--- src/rtl/round_pipe.sv ---
// Single-stage rounding pipeline: quantises a signed sample to multiples of 2^(n-p-1) and
// reports the rounding error. Define ROUND_PIPE_ERRFB_EN to add first-order error feedback.
module round_pipe #(
    parameter int unsigned n = 8,
    parameter int unsigned m = 8,
    parameter int unsigned p = 2
) (
    input  logic         clk,
    input  logic         rst,
    input  logic [n-1:0] in,
    input  logic         in_valid,
    output logic         in_ready,
    input  logic [1:0]   mode,
    output logic [m-1:0] out,
    output logic [n-1:0] err,
    output logic         sat,
    output logic         out_valid,
    input  logic         out_ready
);
    localparam int unsigned QB = n - p - 1;
    localparam logic signed [n+1:0] ONE  = {{(n+1){1'b0}}, 1'b1};
    localparam logic signed [n+1:0] QV   = ONE <<< QB;
    localparam logic signed [n+1:0] HALF = ONE <<< (QB - 1);
    localparam logic signed [n+1:0] QM1  = QV - ONE;
    localparam logic signed [n+1:0] NQ   = -QV;
    localparam logic signed [n+1:0] HI   = (ONE <<< (n - 1)) - QV;
    localparam logic signed [n+1:0] LO   = -(ONE <<< (n - 1));

    logic signed [n+1:0] x, flr, hu_clr, r_raw, r_ext, e_full;
    logic [QB-1:0] frac;
    logic          tie, sat_hi, sat_lo, sat_d, accept;
    logic [n-1:0]  r_d, err_d, r_q, err_q;
    logic          sat_q, out_valid_q, out_valid_d;

    always_comb begin
`ifdef ROUND_PIPE_ERRFB_EN
        x = $signed({{2{in[n-1]}}, in}) + $signed({{2{err_q[n-1]}}, err_q});
`else
        x = $signed({{2{in[n-1]}}, in});
`endif
        frac   = x[QB-1:0];
        flr    = x & ~QM1;
        hu_clr = (x + HALF) & ~QM1;
        tie    = (frac == HALF[QB-1:0]);

        case (mode)
            2'd0:    r_raw = hu_clr;
            2'd1:    r_raw = flr;
            // Half-up lands on k+1 for a tie; step back when that multiple is odd.
            2'd2:    r_raw = (tie && hu_clr[QB]) ? hu_clr - QV : hu_clr;
            default: r_raw = (x[n+1] && (frac != '0)) ? flr + QV : flr;
        endcase

        sat_hi = (r_raw > HI);
        sat_lo = (r_raw < LO);
        sat_d  = sat_hi || sat_lo;
        r_d    = sat_hi ? HI[n-1:0] : (sat_lo ? LO[n-1:0] : r_raw[n-1:0]);
        r_ext  = $signed({{2{r_d[n-1]}}, r_d});
        e_full = x - r_ext;

        err_d = e_full[n-1:0];
        if (sat_d) begin
            if (e_full > QM1) begin
                err_d = QM1[n-1:0];
            end else if (e_full < NQ) begin
                err_d = NQ[n-1:0];
            end
        end
    end

    always_comb begin
        in_ready    = !out_valid_q || out_ready;
        accept      = in_valid && in_ready;
        out_valid_d = out_valid_q;
        if (accept) begin
            out_valid_d = 1'b1;
        end else if (out_ready) begin
            out_valid_d = 1'b0;
        end
    end

    always_ff @(posedge clk) begin
        if (rst) begin
            out_valid_q <= 1'b0;
            r_q         <= '0;
            err_q       <= '0;
            sat_q       <= 1'b0;
        end else begin
            out_valid_q <= out_valid_d;
            if (accept) begin
                r_q   <= r_d;
                err_q <= err_d;
                sat_q <= sat_d;
            end
        end
    end

    assign out       = r_q[n-1:n-m];
    assign err       = err_q;
    assign sat       = sat_q;
    assign out_valid = out_valid_q;
endmodule

--- config.mk ---
export PLATFORM = sky130hd
export DESIGN_NAME = round_pipe
export DESIGN_NICKNAME = d
export VERILOG_FILES = /design/src/rtl/round_pipe.sv
export SDC_FILE = /design/constraint.sdc
export NUM_CORES = 1
export LEC_CHECK = 0
export BUFFER_PORTS_ARGS = -buffer_cell sky130_fd_sc_hd__clkbuf_2
export CAP_MARGIN = 0
export CORE_MARGIN = 2
export CORE_UTILIZATION = 55
export DETAILED_ROUTE_END_ITERATION = 8
export PLACE_DENSITY = 0.84
export SYNTH_ARGS = -nofsm -noshare
export SYNTH_HDL_FRONTEND = slang
export SYNTH_SLANG_ARGS = --single-unit
--- constraint.sdc ---
create_clock -name clk -period 5.13 [get_ports clk]
set_input_delay 0.7695 -clock clk [delete_from_list [all_inputs] [get_ports clk]]
set_output_delay 0.7695 -clock clk [all_outputs]
set_load 0.005 [all_outputs]
==> flow_summary.yaml, run 1 <==
timing:
  tns_ns: 0
  report.final.slew_viol_count: 0
  timing.fmax_mhz: 255
  period_minus_slack_ns: 3.92
  tightest_slew_ns: 0.694
  maxSlewHeadroom_pct: 53.7
  fin_skew_ns: 0.000936
  rsz0062_at_grt: "false"
  setup_viol: 0
  fin_crit_sh_pct: 76.5
  hold_viol: 0
route:
  wl_per_cell_um: 12.9
  routed_via_density: 5.66
  totalWireLength_mm: 2.48
  vias: 1087
  drc: 0
  drtIter0Drc: 19
  ant_nets: 0
  dr.pass1.iters: 5
clock_network:
  worst_skew_pair.late_latency_ns: 0.28
  clkTransAtPathRegs_ns: 0.07
  clockBufferDepth: 2
  numClockSinks: 13
  post_cts_buffers: 0
  cts_resized: 0
  ctsHoldBuffers: 0
  cts.htree.levels: 1
  tritoncts: "built"
  root_buffer: "clkbuf_4"
  numCtsBuffers: 3
worst_setup_path:
  worst_r2r_endpoint: "err[2]"
  rrSetupSlack_ns: 3.42
  rr_startpoint: "out_valid"
  setup.worst_path.end_class: "flip-flop"
  cp.arrival_ns: 4.12
  crit_start: "in[0]"
  critPathMaxFanout: 8
  cp-start-kind: "primary input"
  cp.required_ns: 5.33
  rr_worst_depth: 5
  path_class: "primary input to flip-flop"
status:
  status: "finished clean"
pwr:
  p_seq_share_pct: 37.6
  p_sw_w: 0.000111
  power.share.clock_pct: 20.4
  p_leak_nw: 0.546
  powerDensity_nw_per_um2: 242
  swShare_pct: 36.0
  p_int_w: 0.000197
  vdd_ir_drop_max_mv: 0.199
  pwr-share-comb_pct: 42.0
floorplan:
  die_h_um: 49.5
  start_util_pct: 58.1
  die_w_um: 49.5
  rows: 16
  core-area_um2: 1960
  pin_count: 33
  die-area_um2: 2450
finish:
  multi_input_area_um2: 790
  num_antenna_cells: 0
  fillCellCount: 175
  regArea_um2: 260
  syn2layout_area_growth_pct: 11.5
  fin_nets: 186
  stdcell_count: 192
  layout-drive-gt1-share_pct: 30.3
placed_design:
  dp_cells: 188
  gp_congestion: 0.823
  port_buffers: 27
  dp_hpwl_mm: 1.98
global_route:
  overflow: 0
  grt_pass1_wl_mm: 4.22
  grt_max_degree: 15
  grt_pass1_vias: 1000
  antenna_found_initial: 0
  grt.total_usage_pct: 21.9
synth:
  synth_area_leaders: "dfxtp_1 (23%), ha_1 (6.6%), nor2_1 (4.9%), nand2_1 (4.6%), a21oi_1 (4.4%)"
  avgSynthCellArea_um2: 8.08
  synth_most_common_cell: "nor2_1"
  netlist_instances: 141
  synth_common_cells: "nor2_1 (15), nand2_1 (14), dfxtp_1 (13)"
  synth_ff_type: "dfxtp_1"
  ys_warn_count: 0
  ys_ff_latch: 13
  ys_types: 47
  ys_seq_area_share_pct: 22.8
  synthArstFlopShare_pct: 0
  synth_top_area_share_pct: 22.8
  synth_edf_count: 0
  yosysTopAreaCell: "dfxtp_1"
  netlist_area_um2: 1140
job:
  cap_violations: 0
hold_path:
  worstHoldEndpoint: "out[6]"
  hold_start: "out[6]"
  hp-class: "flip-flop to flip-flop"
  hold_depth: 2
[power by group through the flow]
| stage | sequential, W | clock, W | combinational [W] |
|---|---|---|---|
| after floorplan | 0.000119 | 0 | 0.0000962 |
| after global placement | 0.000118 | 0 | 0.000122 |
| after detailed placement | 0.000118 | 0 | 0.000128 |
| after CTS | 0.000116 | 0.0000651 | 0.000128 |
| after global routing | 0.000117 | 0.0000724 | 0.000142 |
| final | 0.000116 | 0.0000629 | 0.000129 |
[flip-flops by register name (all words and copies together) (netlist names)]
name / count
out_valid: 1
err: 8
out: 3
sat: 1
[metrics by stage]
stage	hold slack [ns]	cell area [µm²]	worst slack (ns)	power (W)	util [%]
6_report	0.458	1270	1.21	0.000308	64.8
5_1_grt	0.484	1270	1.01	0.000332	64.8
4_1_cts	0.457	1270	1.26	0.000309	64.8
3_5_place_dp	0.447	1240	0.968	0.000246	63.5
3_3_place_gp	0.446	1240	1.20	0.000240	63.5
2_1_floorplan	0.452	1150	1.50	0.000215	-
[how the worst max path moves through the flow]
stage | slack, ns | endpoint
after CTS | 1.26 | err[0]
after floorplan | 1.50 | err[0]
final | 1.21 | err[0]
after detailed placement | 0.97 | err[0]
after global placement | 1.20 | err[0]
after global routing | 1.01 | err[1]
[area by class of cell]
| type | count | area share, % |
|---|---|---|
| Sequential cell | 13 | 20.5 |
| Timing Repair Buffer | 27 | 10.6 |
| Inverter | 7 | 2.07 |
| Multi-Input combinational cell | 114 | 62.1 |
| Tap cell | 27 | 2.66 |
| Clock buffer | 4 | 2.07 |
[metal layers]
metal  up-vias  global-route usage (%)  part of all wire, %
met3        10                    6.36                  5.8
met1       490                    26.5                   43
met5         -                       0                    0
met2        43                    34.9                   48
met4         0                    11.6                  3.3
li1        544                       -                    -
[kinds of logic (layout without fill, tap and decap cells)]
family	count (synthesis)	in the layout	share of synthesized area, %
AOI/OAI and AO/OA	46	46	31.5
xor gates and xnor gates	4	4	3.07
adders and majority gates	6	6	6.59
buffers and inverters	18	38	9.22
DFF	13	13	22.8
muxes	1	1	0.878
other	1	5	0.329
and+or+nand+nor	52	52	25.6
[worst max-delay path: stages]
cell and delay, ns:
clkbuf_2 0.09, or4_4 0.58, o21ai_2 0.16, and3_1 0.30
and2_1 0.21, o21ai_0 0.13, ha_1 0.23, nor2b_1 0.41
a21oi_1 0.19, a2bb2oi_1 0.16, nand3b_1 0.13, a21boi_1 0.10
o21ai_2 0.27, o21ai_0 0.17, a211oi_1 0.24
[cells in the final DEF (no fill, tap or decap), types with 2 or more instances in the layout]
cell type,netlist,layout
xnor2_1,3,3
and2b_2,2,2
o211ai_1,2,2
a211oi_1,6,6
clkbuf_4,1,3
o211ai_4,2,2
clkbuf_2,1,27
dfxtp_1,13,13
o31ai_1,2,2
inv_1,7,7
nand2b_1,3,3
a311oi_1,2,2
or2_2,2,2
a21oi_1,10,10
nor2_1,15,15
conb_1,1,5
nand3b_1,3,3
o21ai_0,9,9
nand2_1,14,14
o21ai_2,3,3
nor2b_1,3,3
ha_1,6,6
No activity file was read; power rests on OpenSTA's default activity.
==> run 2, diff against run 1 <==
Settings changed: CORE_UTILIZATION 55 to 51, PLACE_DENSITY 0.84 to 0.79.
Clock period 5.13 ns to 3.7 ns, I/O delays scaled along.
==> flow_summary.yaml, run 2 (synthesis gave the netlist of run 1 again) <==
route:
  ant_nets: 0
  drc: 0
  wl_per_cell_um: 13.3
  vias: 1098
  drtIter0Drc: 13
  totalWireLength_mm: 2.61
  routed_via_density: 5.60
  dr.pass1.iters: 4
clock_network:
  clkTransAtPathRegs_ns: 0.08
  ctsHoldBuffers: 0
  root_buffer: "clkbuf_4"
  tritoncts: "built"
  numClockSinks: 13
  numCtsBuffers: 3
  worst_skew_pair.late_latency_ns: 0.28
  cts.htree.levels: 1
  clockBufferDepth: 2
finish:
  largest_reg_flops: 8
  design_area_um2: 1300
  multi_input_area_um2: 796
  fin_nets: 189
  regArea_um2: 260
  layout-drive-gt1-share_pct: 32.1
  layout_common_cells: "clkbuf_2 (27), nor2_1 (15), nand2_1 (14)"
  num_antenna_cells: 0
  syn2layout_area_growth_pct: 14.2
  fillCellCount: 213
  finish.utilization_pct: 60.0
  final_common_cell: "clkbuf_2"
placed_design:
  place_ws_ns: -0.0210
  gp_congestion: 0.794
  place_area_um2: 1270
  port_buffers: 27
  dp_hpwl_mm: 2.12
worst_setup_path:
  path_class: "primary input to flip-flop"
  cpMostUsedCell: "o21ai_2"
  path_delay_family: "simple AND/OR/NAND/NOR gates"
  crit_slowest_cell: "or4_4"
  cp_cell_sequence: "clkbuf_2, or4_4, o21ai_2, and3_1, and2_1, o21ai_1, ha_1, nor2b_1, a21oi_1, a2bb2oi_1, nand3b_1, a21boi_1, o21ai_2, o21ai_0, a211oi_1"
  cp-start-kind: "primary input"
  setup.worst_path.end_class: "flip-flop"
  cp.arrival_ns: 3.54
  critPathBufInv: 1
  cp.required_ns: 3.90
  critPathMaxFanout: 8
  slowest_delay_ns: 0.59
job:
  cap_violations: 0
floorplan:
  pin_count: 33
  die-area_um2: 2630
  die_h_um: 51.3
  start_util_pct: 52.5
  die_w_um: 51.3
  core-area_um2: 2170
  rows: 17
status:
  status: "finished clean"
timing:
  tns_ns: 0
  tightest_slew_ns: 0.658
  setup_viol: 0
  period_minus_slack_ns: 3.34
  worst_slack_ns: 0.360
  hold_viol: 0
  fin_skew_ns: 0.00375
  rsz0062_at_grt: "false"
  timing.fmax_mhz: 299
  fin_crit_sh_pct: 90.3
  report.final.slew_viol_count: 0
  maxSlewHeadroom_pct: 56.1
pwr:
  p_seq_share_pct: 37.1
  pwr-share-comb_pct: 42.7
  p_leak_nw: 0.561
  total_power_w: 0.000433
  p_int_w: 0.000277
  powerDensity_nw_per_um2: 333
  power.share.clock_pct: 20.2
  swShare_pct: 36.1
  vdd_ir_drop_max_mv: 0.287
  p_sw_w: 0.000156
global_route:
  overflow: 0
  grt_max_degree: 15
  grt_pass1_wl_mm: 4.48
  antenna_found_initial: 0
  grt.total_usage_pct: 22.0
  grt_pass1_vias: 1023
hold_path:
  hp-class: "flip-flop to flip-flop"
[run 2: power by group through the flow]
stage                Clock, W  Combinational, W  Sequential, W
global placement            0          0.000174       0.000163
finish              0.0000874          0.000185       0.000161
detailed placement          0          0.000182       0.000165
global route        0.0000952          0.000207       0.000163
CTS                 0.0000890          0.000183       0.000161
floorplan                   0          0.000133       0.000165
[run 2: final cells by class]
class                   instances  share of cell area, %
clock buffers                   4                   2.02
inverters                       7                   2.02
multi-input cells             114                   61.2
flip-flops and latches         13                   20.0
well taps                      28                   2.69
repair buffers                 30                   12.1
[run 2: routing by layer]
layer | share of wire, % | global-route usage, % | vias up
met1 | 43 | 26.7 | 512
met2 | 52 | 39.6 | 30
li1 | - | - | 552
met5 | 0 | 0 | -
met4 | 1.1 | 7.02 | 0
met3 | 4.2 | 3.51 | 4
[run 2: worst paths after layout]
path                            startpoint  endpoint  slack [ns]  depth (start not counted)
worst min register to register      out[7]    out[7]        0.46                          2
worst max-delay path                 in[0]    err[2]        0.36                         15
worst max register to register   out_valid    err[2]        1.99                          5
worst min-delay path                out[7]    out[7]        0.46                          2
[run 2: what timing repair did]
| item | CTS | global route |
|---|---|---|
| buffers inserted | 0 | 0 |
| endpoints found under the setup margin | 0 | 5 |
| gates resized for setup | 0 | 2 |
[run 2: through the flow]
stage | instances | hold WS, ns
final | 196 | 0.462
after global routing | 196 | 0.503
after CTS | 196 | 0.462
after detailed placement | 192 | 0.451
after global placement | 192 | 0.445
after floorplan | 145 | 0.452
[run 2: worst register-to-register path, stage by stage (launching register included)]
cell      delay, ns
dfxtp_1        0.32
nand2b_1       0.12
and2_0         0.57
nand3b_1       0.24
o22ai_4        0.24
a211oi_1       0.11
==> run 3, diff against run 2 <==
--- a/config.mk
+++ b/config.mk
@@ -7,9 +7,8 @@
 export LEC_CHECK = 0
 export BUFFER_PORTS_ARGS = -buffer_cell sky130_fd_sc_hd__clkbuf_2
-export CAP_MARGIN = 0
 export CORE_MARGIN = 2
-export CORE_UTILIZATION = 51
+export CORE_UTILIZATION = 50
 export DETAILED_ROUTE_END_ITERATION = 8
-export PLACE_DENSITY = 0.79
+export PLACE_DENSITY = 0.77
 export SYNTH_ARGS = -nofsm -noshare
 export SYNTH_HDL_FRONTEND = slang
==> constraint.sdc (replaced) <==
create_clock -name clk -period 3.7 [get_ports clk]
set_input_delay 0.37 -clock clk [delete_from_list [all_inputs] [get_ports clk]]
set_output_delay 0.37 -clock clk [all_outputs]
set_load 0.005 [all_outputs]
==> flow_summary.yaml, run 3 (synthesis gave the netlist of run 1 again) <==
floorplan:
  die-area_um2: 2680
  die_w_um: 51.7
  rows: 17
  core-area_um2: 2190
  die_h_um: 51.7
  pin_count: 33
  start_util_pct: 52.0
worst_setup_path:
  cp.required_ns: 3.90
  cp-start-kind: "primary input"
  critPathMaxFanout: 7
  setup.worst_path.end_class: "flip-flop"
  cp.arrival_ns: 3.41
  path_class: "primary input to flip-flop"
timing:
  tns_ns: 0
  fin_crit_sh_pct: 86.7
  rsz0062_at_grt: "false"
  hold_viol: 0
  tightest_slew_ns: 0.703
  maxSlewHeadroom_pct: 53.1
  setup_viol: 0
  period_minus_slack_ns: 3.21
  worst_slack_ns: 0.491
  fin_skew_ns: 0.00882
  timing.fmax_mhz: 312
  report.final.slew_viol_count: 0
clock_network:
  cts_resized: 0
  cts.htree.levels: 1
  root_buffer: "clkbuf_4"
  tritoncts: "built"
  post_cts_buffers: 0
  numCtsBuffers: 3
  ctsHoldBuffers: 0
  numClockSinks: 13
  worst_skew_pair.late_latency_ns: 0.28
  clockBufferDepth: 2
  clkTransAtPathRegs_ns: 0.08
finish:
  stdcell_count: 194
  layout_common_cells: "clkbuf_2 (27), nor2_1 (15), nand2_1 (14)"
  design_area_um2: 1280
  layout-drive-gt1-share_pct: 30.7
  fin_nets: 187
  final_common_cell: "clkbuf_2"
  syn2layout_area_growth_pct: 12.3
  num_antenna_cells: 0
  fillCellCount: 219
  largest_reg_flops: 8
route:
  routed_via_density: 5.59
  ant_nets: 0
  drc: 0
  drtIter0Drc: 5
  vias: 1084
  totalWireLength_mm: 2.56
  wl_per_cell_um: 13.2
  dr.pass1.iters: 4
hold_path:
  hp-class: "primary input to flip-flop"
global_route:
  grt_pass1_vias: 1017
  grt_max_degree: 15
  antenna_found_initial: 0
  overflow: 0
  grt_pass1_wl_mm: 4.17
  grt.total_usage_pct: 20.6
status:
  status: "finished clean"
pwr:
  pwr-share-comb_pct: 42.0
  p_leak_nw: 0.551
  swShare_pct: 36.0
  p_int_w: 0.000275
  p_sw_w: 0.000155
  vdd_ir_drop_max_mv: 0.210
  total_power_w: 0.000430
  p_seq_share_pct: 37.5
  powerDensity_nw_per_um2: 336
  power.share.clock_pct: 20.5
job:
  cap_violations: 0
placed_design:
  place_area_um2: 1250
  port_buffers: 27
  gp_congestion: 0.806
  dp_hpwl_mm: 2.09
  dp_cells: 190
  place_ws_ns: 0.208
-- run 3: cell types whose count changed in the layout (fill, tap and decap cells not counted), sizes merged --
cell  previous run  this run
buf              3         1
-- run 3: critical path: stages --
cell and delay [ns]:
clkbuf_2 0.09, or4_4 0.57, o21ai_2 0.16, and3_1 0.29, and2_1 0.20, o21ai_0 0.12, ha_1 0.22, nor2b_1 0.19
buf_4 0.17, mux2i_1 0.19, o21ai_0 0.10, nand2_1 0.09, nand2_1 0.07, a22oi_2 0.24, o22ai_4 0.12, a211oi_1 0.23
-- run 3: per-layer routing --
| metal | GRT usage, % | routed length (µm) | vias up |
|---|---|---|---|
| li1 | - | - | 543 |
| met2 | 38.7 | 1350 | 34 |
| met1 | 22.8 | 1060 | 503 |
| met5 | 0 | 0 | - |
| met3 | 4.60 | 105 | 4 |
| met4 | 6.58 | 38 | 0 |
-- run 3: final timing paths --
kind / from / to / slack (ns) / depth (start not counted)
setup / recovery: in[0] / err[1] / 0.49 / 16
hold / removal: in_valid / out_valid / 0.36 / 3
setup reg to reg: out_valid / err[1] / 1.94 / 5
hold reg to reg: out[7] / out[7] / 0.46 / 2
-- run 3: stage by stage --
| step | utilization, % | hold slack, ns |
|---|---|---|
| floorplan | - | 0.442 |
| global placement | 57.2 | 0.446 |
| detailed placement | 57.2 | 0.452 |
| finish | 58.4 | 0.356 |
| CTS | 58.4 | 0.351 |
| global route | 58.4 | 0.369 |
-- run 3: layout make-up --
type | instances | area, µm² | area share [%]
flip-flops and latches | 13 | 260 | 20.3
well taps | 28 | 35.0 | 2.74
inverters | 7 | 26.3 | 2.05
repair buffers | 28 | 143 | 11.1
clock buffers | 4 | 26.3 | 2.05
multi-input cells | 114 | 790 | 61.7
-- run 3: power groups by stage --
| stage | combinational [W] | clock, W | sequential (W) |
|---|---|---|---|
| finish | 0.000181 | 0.0000882 | 0.000161 |
| global route | 0.000201 | 0.0000956 | 0.000162 |
| CTS | 0.000181 | 0.0000905 | 0.000161 |
| detailed placement | 0.000179 | 0 | 0.000164 |
| global placement | 0.000173 | 0 | 0.000163 |
| floorplan | 0.000133 | 0 | 0.000165 |
